===== src/rtl/mem_arb_pkg.sv =====
`default_nettype none
// ============================================================================
// Module      : mem_arb_pkg
// Description : Shared types and constants for the PicoRV32 two-master
//               memory arbiter (state encoding, requester indices, abort data).
// Revision    : 1.0 - initial release
// ============================================================================
package mem_arb_pkg;

    // Arbiter state: waiting for a request, or owning the downstream port
    typedef enum logic [0:0] {
        ARB_IDLE = 1'b0,
        ARB_BUSY = 1'b1
    } arb_state_t;

    // Requester indices as seen on grant_id
    localparam logic REQ_CPU = 1'b0;
    localparam logic REQ_AUX = 1'b1;

    // Read data returned to a requester whose transaction was aborted
    localparam logic [31:0] c_ABORT_DATA = 32'hDEADBEEF;

endpackage
`default_nettype wire


===== src/rtl/mem_arb_rr_pick.sv =====
`default_nettype none
// ============================================================================
// Module      : mem_arb_rr_pick
// Description : Combinational round-robin winner select for two requesters.
//               A lone requester always wins; on a tie the requester that did
//               not win last time is chosen.
// Revision    : 1.0 - initial release
// ============================================================================
module mem_arb_rr_pick
    import mem_arb_pkg::*;
(
    input  logic i_m0_valid,
    input  logic i_m1_valid,
    input  logic i_last_grant,
    output logic o_any_req,
    output logic o_winner
);

    // Pick the winner: tie goes to the requester other than the last winner
    always_comb begin
        o_any_req = i_m0_valid | i_m1_valid;
        if (i_m0_valid && i_m1_valid) begin
            o_winner = (i_last_grant == REQ_CPU) ? REQ_AUX : REQ_CPU;
        end else begin
            o_winner = i_m1_valid ? REQ_AUX : REQ_CPU;
        end
    end

endmodule
`default_nettype wire


===== src/rtl/picorv32_mem_arbiter.sv =====
`default_nettype none
// ============================================================================
// Module      : picorv32_mem_arbiter
// Description : Shares one PicoRV32 native memory port between the CPU (m0)
//               and a second bus master (m1). Round-robin grant, held until
//               mem_ready; downstream request fields are registered.
//               Optional feature macro: MEM_ARB_TIMEOUT_EN (aborts a BUSY
//               transaction after TIMEOUT_CYCLES waiting cycles).
// Revision    : 1.0 - initial release
// ============================================================================
module picorv32_mem_arbiter
    import mem_arb_pkg::*;
#(
    parameter int unsigned TIMEOUT_CYCLES = 255
) (
    input  logic        clk,
    input  logic        reset,
    input  logic        m0_valid,
    input  logic        m0_instr,
    input  logic [31:0] m0_addr,
    input  logic [31:0] m0_wdata,
    input  logic [3:0]  m0_wstrb,
    output logic        m0_ready,
    output logic [31:0] m0_rdata,
    input  logic        m1_valid,
    input  logic        m1_instr,
    input  logic [31:0] m1_addr,
    input  logic [31:0] m1_wdata,
    input  logic [3:0]  m1_wstrb,
    output logic        m1_ready,
    output logic [31:0] m1_rdata,
    output logic        mem_valid,
    output logic        mem_instr,
    output logic [31:0] mem_addr,
    output logic [31:0] mem_wdata,
    output logic [3:0]  mem_wstrb,
    input  logic        mem_ready,
    input  logic [31:0] mem_rdata,
    output logic        grant_id,
    output logic        busy,
    output logic        timeout_err
);

    // The counter is 8 bits wide, so the limit must fit in 1..255
    generate
        if ((TIMEOUT_CYCLES < 1) || (TIMEOUT_CYCLES > 255)) begin : g_bad_timeout
            $error("TIMEOUT_CYCLES must be in 1..255");
        end
    endgenerate

    arb_state_t  r_state;
    arb_state_t  w_state_nxt;
    logic        r_last_grant;
    logic        r_grant_id;
    logic        r_mem_valid;
    logic        r_mem_instr;
    logic [31:0] r_mem_addr;
    logic [31:0] r_mem_wdata;
    logic [3:0]  r_mem_wstrb;
    logic        w_any_req;
    logic        w_winner;
    logic        w_grant;
    logic        w_done;
    logic        w_abort_now;
    logic        w_tmo_hit;
    logic        w_abort_pulse;
    logic        w_ready_evt;

    mem_arb_rr_pick u_pick (
        .i_m0_valid   (m0_valid),
        .i_m1_valid   (m1_valid),
        .i_last_grant (r_last_grant),
        .o_any_req    (w_any_req),
        .o_winner     (w_winner)
    );

`ifdef MEM_ARB_TIMEOUT_EN
    localparam logic [7:0] c_TMO_LIMIT = 8'(TIMEOUT_CYCLES);
    logic [7:0] r_tmo_cnt;
    logic       r_abort_pulse;

    assign w_tmo_hit     = (r_state == ARB_BUSY) && (r_tmo_cnt == c_TMO_LIMIT);
    assign w_abort_pulse = r_abort_pulse;

    // Wait counter restarts on every grant; the abort pulse trails the abort edge by one cycle
    always_ff @(posedge clk) begin
        if (reset) begin
            r_tmo_cnt     <= 8'd0;
            r_abort_pulse <= 1'b0;
        end else begin
            r_abort_pulse <= w_abort_now;
            if (w_grant) begin
                r_tmo_cnt <= 8'd0;
            end else if ((r_state == ARB_BUSY) && !mem_ready && !w_tmo_hit) begin
                r_tmo_cnt <= r_tmo_cnt + 8'd1;
            end
        end
    end
`else
    assign w_tmo_hit     = 1'b0;
    assign w_abort_pulse = 1'b0;
`endif

    // State register
    always_ff @(posedge clk) begin
        if (reset) begin
            r_state <= ARB_IDLE;
        end else begin
            r_state <= w_state_nxt;
        end
    end

    // Next state and transaction events; no new grant while an abort pulse is
    // being delivered, since the aborted requester still holds valid that cycle
    always_comb begin
        w_state_nxt = r_state;
        w_grant     = 1'b0;
        w_done      = 1'b0;
        w_abort_now = 1'b0;
        case (r_state)
            ARB_IDLE: begin
                if (w_any_req && !w_abort_pulse) begin
                    w_grant     = 1'b1;
                    w_state_nxt = ARB_BUSY;
                end
            end
            ARB_BUSY: begin
                if (mem_ready) begin
                    w_done      = 1'b1;
                    w_state_nxt = ARB_IDLE;
                end else if (w_tmo_hit) begin
                    w_abort_now = 1'b1;
                    w_state_nxt = ARB_IDLE;
                end
            end
            default: w_state_nxt = ARB_IDLE;
        endcase
    end

    // Downstream request capture on grant; fields stay frozen until the next grant
    always_ff @(posedge clk) begin
        if (reset) begin
            r_mem_valid  <= 1'b0;
            r_mem_instr  <= 1'b0;
            r_mem_addr   <= 32'h0;
            r_mem_wdata  <= 32'h0;
            r_mem_wstrb  <= 4'h0;
            r_grant_id   <= REQ_CPU;
            r_last_grant <= REQ_AUX;
        end else if (w_grant) begin
            r_mem_valid  <= 1'b1;
            r_mem_instr  <= (w_winner == REQ_AUX) ? m1_instr : m0_instr;
            r_mem_addr   <= (w_winner == REQ_AUX) ? m1_addr  : m0_addr;
            r_mem_wdata  <= (w_winner == REQ_AUX) ? m1_wdata : m0_wdata;
            r_mem_wstrb  <= (w_winner == REQ_AUX) ? m1_wstrb : m0_wstrb;
            r_grant_id   <= w_winner;
            r_last_grant <= w_winner;
        end else if (w_done || w_abort_now) begin
            r_mem_valid  <= 1'b0;
        end
    end

    // Completion reaches only the granted requester; suppressed while in reset
    assign w_ready_evt = !reset && (((r_state == ARB_BUSY) && mem_ready) || w_abort_pulse);
    assign m0_ready    = w_ready_evt && (r_grant_id == REQ_CPU);
    assign m1_ready    = w_ready_evt && (r_grant_id == REQ_AUX);
    assign m0_rdata    = w_abort_pulse ? c_ABORT_DATA : mem_rdata;
    assign m1_rdata    = w_abort_pulse ? c_ABORT_DATA : mem_rdata;

    assign mem_valid   = r_mem_valid;
    assign mem_instr   = r_mem_instr;
    assign mem_addr    = r_mem_addr;
    assign mem_wdata   = r_mem_wdata;
    assign mem_wstrb   = r_mem_wstrb;
    assign grant_id    = r_grant_id;
    assign busy        = (r_state == ARB_BUSY);
    assign timeout_err = w_abort_pulse;

endmodule
`default_nettype wire


===== config.mk =====
export PLATFORM = sky130hd
export DESIGN_NAME = picorv32_mem_arbiter
export DESIGN_NICKNAME = d
export VERILOG_FILES = /design/src/rtl/mem_arb_pkg.sv /design/src/rtl/mem_arb_rr_pick.sv /design/src/rtl/picorv32_mem_arbiter.sv
export SDC_FILE = /design/constraint.sdc
export NUM_CORES = 1
export LEC_CHECK = 0
export CAP_MARGIN = 10
export CORE_AREA = 2 2 121 123
export CTS_CLUSTER_DIAMETER = 80
export DETAILED_ROUTE_END_ITERATION = 12
export DIE_AREA = 0 0 123 125
export PLACE_DENSITY_LB_ADDON = 0.12
export SYNTH_ARGS = -nofsm -noshare
export SYNTH_HDL_FRONTEND = slang
export SYNTH_HIERARCHICAL = 1
export SYNTH_SLANG_ARGS = --single-unit

===== constraint.sdc =====
create_clock -name clk -period 2.1 [get_ports clk]
set_input_delay 0.21 -clock clk [delete_from_list [all_inputs] [get_ports clk]]
set_output_delay 0.21 -clock clk [all_outputs]
set_load 0.1 [all_outputs]

==> results.sh <==
export IMPL_synth_most_common_cell="buf_4"
export IMPL_endpoint_kind="primary output"
export IMPL_yosys_area_share_simple_pct=8.75
export IMPL_synth_fp_nets=569
export IMPL_yosysTopAreaCell="dfxtp_1"
export IMPL_tightest_slew_ns=0.537
export IMPL_antenna_found_initial=0
export IMPL_ir_drop_mv=0.313
export IMPL_start_util_pct=27.6
export IMPL_synth_top_family_by_area="buffers and inverters"
export IMPL_worstSetupStartpointType="flop"
export IMPL_avgRoutedWirePerCell_um=14.2
export IMPL_syn_area_per_cell_um2=9.95
export IMPL_startpoint="busy"
export IMPL_yosysSeqAreaShare_pct=37.3
export IMPL_rsz0062_at_grt="false"
export IMPL_via_per_inst=4.38
export IMPL_dr_total_vias=3167
export IMPL_firstDrtPassIters=4
export IMPL_grt_pass1_wl_mm=15.4
export IMPL_routed_wl_mm=10.3
export IMPL_synth_edf_count=0
export IMPL_fin_nets=709
export IMPL_finalCritPeriodShare_pct=75.1
export IMPL_dpl_hpwl_mm=7.78
export IMPL_setup_viol=0
export IMPL_synth_top_flop_cell="dfxtp_1"
export IMPL_post_cts_buffers=0
export IMPL_hold_viol=0
export IMPL_core_area_um2=14200
export IMPL_crit_arrival_ns=1.37
export IMPL_netlist_instances=394
export IMPL_syn_area_um2=3920
export IMPL_drive_above_1_share_pct=26.9
export IMPL_rows=44
export IMPL_cts_resized=0
export IMPL_clk_transition_reported_paths_ns=0.06
export IMPL_r2r_start="r_last_grant"
export IMPL_worstPathRequired_ns=1.89
export IMPL_portBuffers=216
export IMPL_netlist_cell_type_count=20
export IMPL_ios=314
export IMPL_power_density_nw_per_um2=933
export IMPL_syn2layout_area_growth_pct=52.6
export IMPL_skew_ns=0.00334
export IMPL_clk_latency_ns=0.34
export IMPL_die_area_um2=15400
export IMPL_synth_xor_area_share_pct=0
export IMPL_status="completed"
export IMPL_min_from="reset"
export IMPL_fin_util_pct=42.1
export IMPL_h_tree_depth=3
export IMPL_slew_viol_final=0
export IMPL_die_x_um=123
export IMPL_synth_adder_area_share_pct=0
export IMPL_layout_setup_ws_ns=0.523
export IMPL_drc=0
export IMPL_die_h_um=125
export IMPL_cts_buffers=9
export IMPL_drv_cap=0
export IMPL_gp_congestion=0.697
export IMPL_cts_sinks=73
export IMPL_synth_area_top_cells="dfxtp_1 37%, mux2i_1 18%, buf_4 14%"
export IMPL_r2r_slack_ns=0.69
export IMPL_leakagePower_nw=2.42
export IMPL_ant_nets=0
export IMPL_synth_compound_area_share_pct=17.6
export IMPL_path_max_fanout=5
export IMPL_critPathCapture="m1_ready"
export IMPL_grt_pass1_vias=3099
export IMPL_path_class="flop to primary output"
export IMPL_async_flop_share_pct=0
export IMPL_fmax_mhz=634
export IMPL_first_iter_violations=111
export IMPL_clk_path_buf_depth=2
export IMPL_synth_seq_cells=73
export IMPL_grt_max_degree=51
export IMPL_reg2reg_to="mem_wdata[22]"
export IMPL_hold_buffers=0
export IMPL_cts_tree="yes"
export IMPL_synth_mux_area_share_pct=17.6
export IMPL_final_setup_tns_ns=0
export IMPL_cts_root_buffer="clkbuf_16"
export IMPL_place_ws_ns=0.251
export IMPL_period_needed_ns=1.58
export IMPL_yosysWarnings=6
export IMPL_ys_top_cells_by_count="75 x buf_4, 73 x dfxtp_1, 69 x mux2i_1"
export IMPL_grt_use_total_pct=12.9
export IMPL_ff2ff_path_depth=4
export IMPL_min_path_type="input pin to flop"
export IMPL_p_total_mw=5.58
export IMPL_overflow=0
export IMPL_synth_top_area_share_pct=37.3
export IMPL_diodes=0
export IMPL_slew_headroom_pct=64.2
-- worst min-delay path by stage --
stage / to / cells after the start
after floorplan: busy / 2
after global placement: m0_rdata[13] / 0
after detailed placement: m0_rdata[13] / 0
after CTS: mem_valid / 2
after global routing: mem_valid / 2
final: mem_valid / 2
-- sequential cells by signal, indices dropped and copies added (netlist names) --
signal / count
busy: 1
grant_id: 1
mem_addr: 32
mem_instr: 1
mem_valid: 1
mem_wdata: 32
mem_wstrb: 4
r_last_grant: 1
-- area by class of cell --
cell class | count | area (µm²)
multi-input combinational | 224 | 1770
timing repair buffer | 226 | 2160
tap | 184 | 230
fill | 1370 | 8230
clock inverter | 4 | 98.8
clock buffer | 12 | 256
sequential | 73 | 1460
-- kinds of logic after synthesis --
logic type | Yosys count
AND/OR/NAND/NOR | 80
AO/OA/AOI/OAI | 74
buffers and inverters | 97
other | 1
flip-flops | 73
multiplexers | 69
-- critical path, cell delays in order, from the launching register on --
cell     delay, ns
dfxtp_2       0.38
nand2_1       0.17
nor3b_4       0.27
buf_12        0.20
-- layer usage --
layer / track usage [%] / share of wire [%] / vias to the layer above
met4: 6.35 / 2.2 / 0
met2: 19.9 / 43 / 167
met3: 5.25 / 12 / 21
met1: 15.4 / 42 / 1383
li1: - / - / 1596
met5: 0 / 0 / -
-- stage by stage --
step                      std cells  hold slack (ns)  cell area (µm²)
after floorplan                 394            0.384             3940
after CTS                       723            0.334             5980
after detailed placement        707            0.421             5620
after global placement          707            0.421             5620
final                           723            0.340             5980
after global routing            723            0.376             5980
-- report_power, final --
group          internal (mW)  switching, mW
clock                   1.23          0.602
combinational          0.660           1.47
sequential              1.53         0.0819
total                   3.42           2.16
-- placed cells by master, fill, tap and decap left out, drive strengths merged --
cell / instances
mux2i: 69
clkinv: 1
nor2: 70
a211oi: 69
buf: 85
nand2: 4
nor3b: 1
clkdlybuf4s50: 141
or2: 1
nand2b: 2
a21oi: 4
clkbuf: 12
nor3: 1
dfxtp: 73
nor2b: 1
bufinv: 3
a21boi: 1
conb: 1
(Power assumes the default switching activity.)
